--- config.mk ---
export PLATFORM = sky130hd
export DESIGN_NAME = seq_approx_divider_flat
export DESIGN_NICKNAME = d
export VERILOG_FILES = /design/src/rtl/seq_approx_divider_if.sv /design/src/rtl/seq_approx_divider.sv /design/src/flat_wrapper.sv
export SDC_FILE = /design/constraint.sdc
export NUM_CORES = 1
export LEC_CHECK = 0
export ABC_AREA = 1
export CORE_UTILIZATION = 46
export DETAILED_ROUTE_END_ITERATION = 10
export GPL_TIMING_DRIVEN = 0
export PLACE_DENSITY = 0.73
export SYNTH_ARGS = -nofsm -noshare
export SYNTH_HDL_FRONTEND = slang
export SYNTH_SLANG_ARGS = --single-unit
--- constraint.sdc ---
create_clock -name clk -period 7.45 [get_ports clk]
set_input_delay 1.49 -clock clk [delete_from_list [all_inputs] [get_ports clk]]
set_output_delay 1.49 -clock clk [all_outputs]
set_load 0.02 [all_outputs]
--- src/rtl/seq_approx_divider_if.sv ---
// Operand/result handshake bundle for seq_approx_divider.
// A transfer happens on a rising clk edge where valid and ready are both high; a valid source holds its data until then.
interface seq_approx_divider_if #(
    parameter int W = 8
);
    logic           in_valid;
    logic           in_ready;
    logic [2*W-1:0] n;
    logic [W-1:0]   d;
    logic           out_valid;
    logic           out_ready;
    logic [W-1:0]   q;
    logic [W-1:0]   r;
    logic           ovf;
    logic           dz;

    modport master (
        output in_valid, n, d, out_ready,
        input  in_ready, out_valid, q, r, ovf, dz
    );

    modport slave (
        input  in_valid, n, d, out_ready,
        output in_ready, out_valid, q, r, ovf, dz
    );
endinterface

--- src/rtl/seq_approx_divider.sv ---
// Sequential restoring divider, 2W/W -> W quotient + W remainder, ROWS_PER_CYCLE rows per clock.
// Define DIV_APPROX_EN to make rows 0..APPROX_ROWS-1 use the approximate subtractor cell.
module seq_approx_divider #(
    parameter int W              = 8,
    parameter int ROWS_PER_CYCLE = 1,
    parameter int APPROX_ROWS    = 2
) (
    input  logic                 clk,
    input  logic                 rst_n,
    seq_approx_divider_if.slave  bus,
    output logic [1:0]           dbg_state
);
    localparam int IW = $clog2(W);

    if (W < 2 || ROWS_PER_CYCLE < 1 || (W % ROWS_PER_CYCLE) != 0 ||
        APPROX_ROWS < 0 || APPROX_ROWS > W) begin : g_bad_params
        $error("seq_approx_divider: W>=2, ROWS_PER_CYCLE must divide W, APPROX_ROWS in 0..W");
    end

    typedef enum logic [1:0] {IDLE = 2'd0, RUN = 2'd1, DONE = 2'd2} state_t;

    state_t        state, state_nxt;
    logic [W-1:0]  n_lo_r;
    logic [W-1:0]  d_r;
    logic [W-1:0]  pr_r;
    logic [W-1:0]  q_r;
    logic [IW-1:0] row_r;
    logic          ovf_r;
    logic          dz_r;

    logic [W-1:0]  pr_nxt;
    logic [W-1:0]  q_nxt;
    logic [IW-1:0] k;
    logic [W:0]    res;
    logic          approx;
    logic          accept;
    logic          last_row;

    // One divider row: returns {quotient bit, row remainder}.
    function automatic logic [W:0] eval_row(input logic [W-1:0] pr, input logic nb,
                                            input logic [W-1:0] dv, input logic apx);
        logic [W-1:0] w;
        logic [W-1:0] diff;
        logic         bin;
        logic         bout;
        logic         qb;
        w    = {pr[W-2:0], nb};
        diff = '0;
        bin  = 1'b0;
        for (int j = 0; j < W; j++) begin
            if (apx) begin
                diff[j] = w[j] | ~bin;
                bout    = w[j] | ~bin;
            end else begin
                diff[j] = w[j] ^ dv[j] ^ bin;
                bout    = (~w[j] & dv[j]) | (~(w[j] ^ dv[j]) & bin);
            end
            bin = bout;
        end
        qb = pr[W-1] | ~bin;
        return {qb, qb ? diff : w};
    endfunction

    assign accept   = (state == IDLE) && bus.in_valid;
    assign last_row = (row_r == IW'(ROWS_PER_CYCLE - 1));

    always_comb begin
        pr_nxt = pr_r;
        q_nxt  = q_r;
        k      = '0;
        res    = '0;
        approx = 1'b0;
        for (int s = 0; s < ROWS_PER_CYCLE; s++) begin
            k = row_r - IW'(s);
`ifdef DIV_APPROX_EN
            approx = (int'(k) < APPROX_ROWS);
`else
            approx = 1'b0;
`endif
            res      = eval_row(pr_nxt, n_lo_r[k], d_r, approx);
            q_nxt[k] = res[W];
            pr_nxt   = res[W-1:0];
        end
    end

    always_comb begin
        state_nxt = state;
        case (state)
            IDLE:    if (bus.in_valid) state_nxt = RUN;
            RUN:     if (last_row) state_nxt = DONE;
            DONE:    if (bus.out_ready) state_nxt = IDLE;
            default: state_nxt = IDLE;
        endcase
    end

    always_ff @(posedge clk or negedge rst_n) begin
        if (!rst_n) state <= IDLE;
        else        state <= state_nxt;
    end

    // The first row's previous remainder is the dividend's upper half.
    always_ff @(posedge clk or negedge rst_n) begin
        if (!rst_n) begin
            n_lo_r <= '0;
            d_r    <= '0;
            pr_r   <= '0;
            q_r    <= '0;
            row_r  <= '0;
            ovf_r  <= 1'b0;
            dz_r   <= 1'b0;
        end else if (accept) begin
            n_lo_r <= bus.n[W-1:0];
            d_r    <= bus.d;
            pr_r   <= bus.n[2*W-1:W];
            q_r    <= '0;
            row_r  <= IW'(W - 1);
            ovf_r  <= (bus.n[2*W-1:W] >= bus.d);
            dz_r   <= (bus.d == '0);
        end else if (state == RUN) begin
            pr_r <= pr_nxt;
            q_r  <= q_nxt;
            if (!last_row) row_r <= row_r - IW'(ROWS_PER_CYCLE);
        end
    end

    assign bus.in_ready  = (state == IDLE);
    assign bus.out_valid = (state == DONE);
    assign bus.q         = q_r;
    assign bus.r         = pr_r;
    assign bus.ovf       = ovf_r;
    assign bus.dz        = dz_r;
    assign dbg_state     = state;
endmodule
--- src/flat_wrapper.sv ---
// flat-port wrapper written by rule: the top's interface ports become plain ports
module seq_approx_divider_flat 
#(
    parameter int W              = 8,
    parameter int ROWS_PER_CYCLE = 1,
    parameter int APPROX_ROWS    = 2
)
  (clk, rst_n, dbg_state, bus_in_valid, bus_n, bus_d, bus_out_ready, bus_in_ready, bus_out_valid, bus_q, bus_r, bus_ovf, bus_dz);
  seq_approx_divider_if #(.W(W)) bus_i ();
  input  logic clk;
  input  logic rst_n;
  output logic [1:0] dbg_state;
  input wire logic [$bits(bus_i.in_valid)-1:0] bus_in_valid;
  input wire logic [$bits(bus_i.n)-1:0] bus_n;
  input wire logic [$bits(bus_i.d)-1:0] bus_d;
  input wire logic [$bits(bus_i.out_ready)-1:0] bus_out_ready;
  output wire logic [$bits(bus_i.in_ready)-1:0] bus_in_ready;
  output wire logic [$bits(bus_i.out_valid)-1:0] bus_out_valid;
  output wire logic [$bits(bus_i.q)-1:0] bus_q;
  output wire logic [$bits(bus_i.r)-1:0] bus_r;
  output wire logic [$bits(bus_i.ovf)-1:0] bus_ovf;
  output wire logic [$bits(bus_i.dz)-1:0] bus_dz;
  assign bus_i.in_valid = bus_in_valid;
  assign bus_i.n = bus_n;
  assign bus_i.d = bus_d;
  assign bus_i.out_ready = bus_out_ready;
  assign bus_in_ready = bus_i.in_ready;
  assign bus_out_valid = bus_i.out_valid;
  assign bus_q = bus_i.q;
  assign bus_r = bus_i.r;
  assign bus_ovf = bus_i.ovf;
  assign bus_dz = bus_i.dz;
  seq_approx_divider #(.W(W), .ROWS_PER_CYCLE(ROWS_PER_CYCLE), .APPROX_ROWS(APPROX_ROWS)) u_core (.clk(clk), .rst_n(rst_n), .bus(bus_i), .dbg_state(dbg_state));
endmodule
=== After elaboration in Yosys (flattened, before gate mapping) ===
Cells that the tools add are included.

* Multiplexer cells: 17
* Add/subtract/negate cells: 1
* Reductions and logical operators: 8
* Order comparisons: 3
* Equality and inequality tests: 6
* Bitwise gates (word level): 54

{| class="wikitable"
|+ Operator list
! operator !! number
|-
| $mux W8 || 5
|-
| $not A1 Y1 || 16
|-
| $and A1 B1 Y1 || 15
|-
| $xor A1 B1 Y1 || 15
|-
| $mux W3 || 3
|-
| $bwmux W8 || 1
|-
| $ge A8 B8 Y1 || 1
|-
| $logic_not A8 Y1 || 1
|-
| $or A1 B1 Y1 || 8
|-
| $mux W2 || 3
|-
| $pmux W2 S3 || 1
|-
| $lt A3 B4 Y1 const B || 1
|-
| $ne A2 B1 Y1 const B || 2
|-
| $ne A2 B2 Y1 const B || 2
|-
| $bmux W1 S3 || 1
|-
| $demux W1 S3 || 1
|-
| $ge A3 B1 Y1 const B || 1
|-
| $logic_not A3 Y1 || 1
|-
| $reduce_and A3 Y1 || 1
|-
| $sub A3 B1 Y3 const B || 1
|-
| $eq A2 B1 Y1 const B || 1
|-
| $eq A2 B2 Y1 const B || 1
|-
| $logic_and A1 B1 Y1 || 2
|-
| $logic_not A2 Y1 || 1
|-
| other kinds (3) || 4
|}

* Register bits: 39
* Input port bits: 28
* Output and inout bits: 22
* Logic and storage cells: 97

=== Longest topological paths before layout ===
* Depth after elaboration: 23
* Depth in mapped cells: 22
* Mapped depth without buffers: 21

=== Least setup slack after synthesis ===
No wires, ideal clock.

* Kind: reg2reg
* Start: register u_core.row_r[0]
* End: register u_core.pr_r[2], in the netlist u_core.bus.r[2]
* Period minus slack after synthesis: 4.190 ns
* Setup time: 0.126 ns
* Arrival: 4.064 ns
* Path buffers: 1
* Required time: 7.324 ns
* Cell stages (with the launch flop): 21
* Setup slack: 3.260 ns
* Cell sequence: dfrtp_1 buf_2 nor2_1 nand2_1 nand2_1 nor2_1 and2_1 ha_1 fa_1 fa_1 fa_1 fa_1 fa_1 fa_1 inv_1 fa_1 nor2_4 inv_2 nand2_1 a21oi_1 o22ai_2

* Word-level cells in the longest chain between the ends: 23
* Elaborated cells between the ends (all ways): 24
* Classes of those cells: mux: 5; bitwise: 19

{| class="wikitable"
|+ RTL lines
! element !! line !! source
|-
| from (decl) || seq_approx_divider.sv:27 || <nowiki>logic [IW-1:0] row_r;</nowiki>
|-
| from (signal assigned) || seq_approx_divider.sv:116 || <nowiki>row_r <= IW'(W - 1);</nowiki>
|-
| from (signal assigned) || seq_approx_divider.sv:122 || <nowiki>if (!last_row) row_r <= row_r - IW'(ROWS_PER_CYCLE);</nowiki>
|-
| $bmux W1 S3 * || seq_approx_divider.sv:80 || <nowiki>res = eval_row(pr_nxt, n_lo_r[k], d_r, approx);</nowiki>
|-
| $mux W1 (implied by the code) * || seq_approx_divider.sv:80 ||
|-
| $not A1 Y1 * || seq_approx_divider.sv:56 || <nowiki>bout = (~w[j] & dv[j]) | (~(w[j] ^ dv[j]) & bin);</nowiki>
|-
| $and A1 B1 Y1 * (2 in a row) || seq_approx_divider.sv:56 ||
|-
| $or A1 B1 Y1 * || seq_approx_divider.sv:56 ||
|-
| $and A1 B1 Y1 || seq_approx_divider.sv:56 ||
|-
| $or A1 B1 Y1 || seq_approx_divider.sv:56 ||
|-
| $and A1 B1 Y1 || seq_approx_divider.sv:56 ||
|-
| [6 not listed] || -- ||
|-
| $or A1 B1 Y1 || seq_approx_divider.sv:56 ||
|-
| $and A1 B1 Y1 || seq_approx_divider.sv:56 ||
|-
| $or A1 B1 Y1 || seq_approx_divider.sv:56 ||
|-
| $not A1 Y1 || seq_approx_divider.sv:60 || <nowiki>qb = pr[W-1] | ~bin;</nowiki>
|-
| $or A1 B1 Y1 || seq_approx_divider.sv:60 ||
|-
| $mux W8 * || seq_approx_divider.sv:61 || <nowiki>return {qb, qb ? diff : w};</nowiki>
|-
| $mux W8 * || seq_approx_divider.sv:119 || <nowiki>end else if (state == RUN) begin</nowiki>
|-
| $mux W8 * || seq_approx_divider.sv:111 || <nowiki>end else if (accept) begin</nowiki>
|-
| to (signal assigned) || seq_approx_divider.sv:114 || <nowiki>pr_r <= bus.n[2*W-1:W];</nowiki>
|-
| to (signal assigned) || seq_approx_divider.sv:120 || <nowiki>pr_r <= pr_nxt;</nowiki>
|-
| to (decl) || seq_approx_divider.sv:25 || <nowiki>logic [W-1:0] pr_r;</nowiki>
|}

Every way passes the cells marked *; elsewhere a longest branch is shown, timed or not. The select of a mux whose other input is x is not followed.
A chain may end at the register's enable or synchronous reset.

=== Worst setup path in the final report ===
* Start: register u_core.row_r[2]
* End: register u_core.pr_r[4], in the netlist u_core.bus.r[4]

* Word-level cells in the longest chain between the ends: 23
* Elaborated cells between the ends (all ways): 24
* Classes of those cells: mux: 5; bitwise: 19

{| class="wikitable"
|+ RTL lines
! element !! line
|-
| $bmux W1 S3 * || seq_approx_divider.sv:80
|-
| $mux W1 (implied by the code) * || seq_approx_divider.sv:80
|-
| $not A1 Y1 * || seq_approx_divider.sv:56
|-
| $and A1 B1 Y1 * (2 in a row) || seq_approx_divider.sv:56
|-
| $or A1 B1 Y1 * || seq_approx_divider.sv:56
|-
| $and A1 B1 Y1 * || seq_approx_divider.sv:56
|-
| $or A1 B1 Y1 * || seq_approx_divider.sv:56
|-
| $and A1 B1 Y1 * || seq_approx_divider.sv:56
|-
| [6 not listed] || --
|-
| $or A1 B1 Y1 || seq_approx_divider.sv:56
|-
| $and A1 B1 Y1 || seq_approx_divider.sv:56
|-
| $or A1 B1 Y1 || seq_approx_divider.sv:56
|-
| $not A1 Y1 || seq_approx_divider.sv:60
|-
| $or A1 B1 Y1 || seq_approx_divider.sv:60
|-
| $mux W8 * || seq_approx_divider.sv:61
|-
| $mux W8 * || seq_approx_divider.sv:119
|-
| $mux W8 * || seq_approx_divider.sv:111
|}

Marks and branches as above.

==> impl_metrics.csv <==
group,metric,value,unit
outcome,status,"finished, final reports clean",
clock_tree,htreeDepth,2,
clock_tree,clock_path_buffers,2,
route,avgViaCountPerCell,4.86,
route,drt.antenna.violating_nets,0,
route,drtIter0Drc,102,
yosys,synth_seq_cells,39,
timing,layout_min_cycle_time,4.66,ns
power_and_ir_drop,pwr-share-comb,0.608,
power_and_ir_drop,power_frac_clock,0.105,
global_routing,grt_max_degree,40,
worst_setup_path,crit_arrival,4.83,ns
worst_setup_path,path_max_fanout,10,
finish,final_util,0.619,
power_and_ir_drop,max-vdd-ir-drop,0.177,mV
finish,final_common_cell,"nand2_1",
timing,max-slew-margin-rel,0.424,
route,drt_wl_total,5090,um
timing,worst_pin_slew,0.865,ns
clock_tree,cts-root-buf,"clkbuf_8",
global_routing,grt-ovfl-total,0,
clock_tree,path_clk_slew,0.08,ns
yosys,postSynthCellCount,278,
worst_setup_path,r2r_slack,2.79,ns
global_routing,grt.total_usage,0.216,
route,avgRoutedWirePerCell,12.7,um
placed_design,port_buffers,49,
yosys,ys_seq_area_frac,0.422,
finish,diodes,0,
finish,fin_area,2960,um^2
timing,skew,0.00546,ns
finish,drive_above_1_share,0.107,
worst_setup_path,reg2reg_from,"u_core.row_r[2]",
timing,timing.final.ws_setup,2.79,ns
hold_path,worstHoldPathCells,2,
worst_setup_path,start_kind,"flop",
worst_setup_path,rr_worst_depth,20,
yosys,synth_fp_nets,324,
finish,nets,380,
hold_path,hp-start,"u_core.n_lo_r[7]",
worst_setup_path,critPathBufInv,3,
global_routing,grt_pass1_wl,8600,um
clock_tree,cts_setup_buffers,0,
power_and_ir_drop,p_total,1.34,mW
timing,fmax,215,MHz
finish,layout_common_cells,"81 x nand2_1, 48 x clkdlybuf4s50_1, 39 x dfrtp_1",
worst_setup_path,timing_worst_setup_path_type,"reg2reg",
floorplanning,die_h,72.9,um
timing,hold_violations,0,
power_and_ir_drop,leakage,1.46,nW
timing,rsz0062_at_grt,"false",
timing,setup_tns,0,ns
worst_setup_path,cp_top_family,"adder cells",
yosys,ys_types,27,
finish,areaGrowthSynthToFinish,28.1,%
floorplanning,die-area,5320,um^2
floorplanning,core,4790,um^2
worst_setup_path,r2r_end,"u_core.bus.r[4]",
worst_setup_path,path_cells,"inv_1 > nor2_1 > nand2_1 > nor2_1 > nor2_1 > and2_1 > ha_1 > fa_1 > fa_1 > fa_1 > fa_1 > fa_1 > fa_1 > inv_1 > fa_1 > nor2_4 > inv_2 > nand2_1 > a21oi_1 > o22ai_2",
run,drv_cap,0,
power_and_ir_drop,power.density,452,nW/um^2
hold_path,whs_endpoint,"u_core.n_lo_r[7]",
route,first_pass_iters,4,
clock_tree,cts_buffers,5,
finish,stdcell_count,402,
global_routing,grt_pass1_vias,1814,
route,vias,1953,
floorplanning,start_util,0.483,
power_and_ir_drop,power_switching_share,0.460,
worst_setup_path,worstPathRequired,7.63,ns
hold_path,min_path_type,"reg2reg",
clock_tree,cts_tree,"yes",
global_routing,antenna_found_initial,0,
clock_tree,clock-sinks,39,
timing,final_max_slew_viol_count,0,
clock_tree,ctsResizeCount,0,
worst_setup_path,critPathMaxStageDelay,0.42,ns
yosys,yosysWarnings,0,
floorplanning,num_rows,25,
clock_tree,cts_hold_buf,0,
worst_setup_path,crit_top_cell,"fa_1",
placed_design,postPlaceCellArea,2880,um^2
worst_setup_path,crit_cells,20,
power_and_ir_drop,p_sw,0.615,mW
placed_design,post-place-cells,394,
floorplanning,io_pins,50,
floorplanning,die_w,72.9,um
worst_setup_path,crit_path_end_kind,"flop",
yosys,syn-cell-area,2310,um^2
timing,hold-worst-slack,0.488,ns
timing,setup_violations,0,
placed_design,gp_congestion,0.833,
clock_tree,clock_latency,0.29,ns
route,drc,0,
power_and_ir_drop,p_int,0.724,mW
yosys,syn_avg_cell_area,8.32,um^2
timing,period_share,0.625,
placed_design,pre_cts_ws,2.83,ns
worst_setup_path,crit_slowest_cell,"dfrtp_1",
placed_design,hpwl,3890,um
power_and_ir_drop,seq_power_share,0.287,
[layout make-up]
type	count	area, um^2
fill	437	1820
multi-input combinational	194	1140
sequential	39	976
timing repair buffer	49	485
inverter	37	141
tap	67	83.8
clock buffer	7	76.3
buffer	8	58.8
clock inverter	1	5.00
[worst reg2reg max path, delay by kind of cell (launching register included)]
family,cells,cell delay (ns)
AOI/OAI and AO/OA,2,0.24
adders and majority gates,8,2.80
and+or+nand+nor,7,0.75
DFF,1,0.42
buffers and inverters,3,0.33
[Yosys cell counts]
library cell / count / area share
o21ai_2: 4 / 0.015
a21oi_1: 11 / 0.024
dfrtp_1: 39 / 0.42
a21o_1: 1 / 0.0032
o22ai_2: 4 / 0.022
inv_4: 1 / 0.0027
inv_1: 32 / 0.052
o21ai_0: 14 / 0.030
o21ai_1: 11 / 0.024
nor2_4: 3 / 0.015
and2_1: 1 / 0.0027
buf_2: 5 / 0.011
o22ai_1: 2 / 0.0054
nand2_1: 81 / 0.13
ha_1: 11 / 0.059
o31ai_1: 1 / 0.0032
nand3_1: 17 / 0.037
nor2_1: 16 / 0.026
fa_1: 7 / 0.061
nand4_1: 2 / 0.0054
buf_6: 3 / 0.015
nand2_2: 2 / 0.0054
nor3_1: 2 / 0.0043
o21a_1: 1 / 0.0032
o211ai_2: 1 / 0.0054
inv_2: 4 / 0.0065
nand2_4: 2 / 0.0097
[flip-flops by register name, indices dropped and copies added, names as in the netlist]
| register | count |
|---|---|
| u_core.bus.dz | 1 |
| u_core.bus.ovf | 1 |
| u_core.bus.q | 8 |
| u_core.bus.r | 8 |
| u_core.d_r | 8 |
| u_core.dbg_state | 2 |
| u_core.n_lo_r | 8 |
| u_core.row_r | 3 |
[layer usage]
layer / vias up / share of wire / GRT usage
met4: 0 / 0.0086 / 0.0632
li1: 1004 / - / -
met3: 4 / 0.033 / 0.0414
met5: - / 0 / 0
met2: 40 / 0.45 / 0.320
met1: 905 / 0.51 / 0.321
[logic make-up after synthesis]
| family | synth area share |
|---|---|
| flops | 0.422 |
| compound gates | 0.135 |
| simple gates | 0.236 |
| fa+ha+maj | 0.120 |
| buf+inv | 0.0865 |
[worst max-delay path by stage]
stage                       to            start
2_1_floorplan  u_core.bus.r[2]  u_core.row_r[0]
3_3_place_gp   u_core.bus.r[2]  u_core.row_r[2]
3_5_place_dp   u_core.bus.r[2]  u_core.row_r[2]
4_1_cts        u_core.bus.r[4]  u_core.row_r[2]
5_1_grt        u_core.bus.r[4]  u_core.row_r[2]
6_report       u_core.bus.r[4]  u_core.row_r[2]
[power groups by stage]
stage	clock, mW	sequential, mW	combinational, mW
2_1_floorplan	0	0.427	0.530
3_3_place_gp	0	0.385	0.787
3_5_place_dp	0	0.387	0.815
4_1_cts	0.142	0.384	0.818
5_1_grt	0.151	0.396	0.923
6_report	0.140	0.384	0.814
Power figures use the tool's default switching activity.
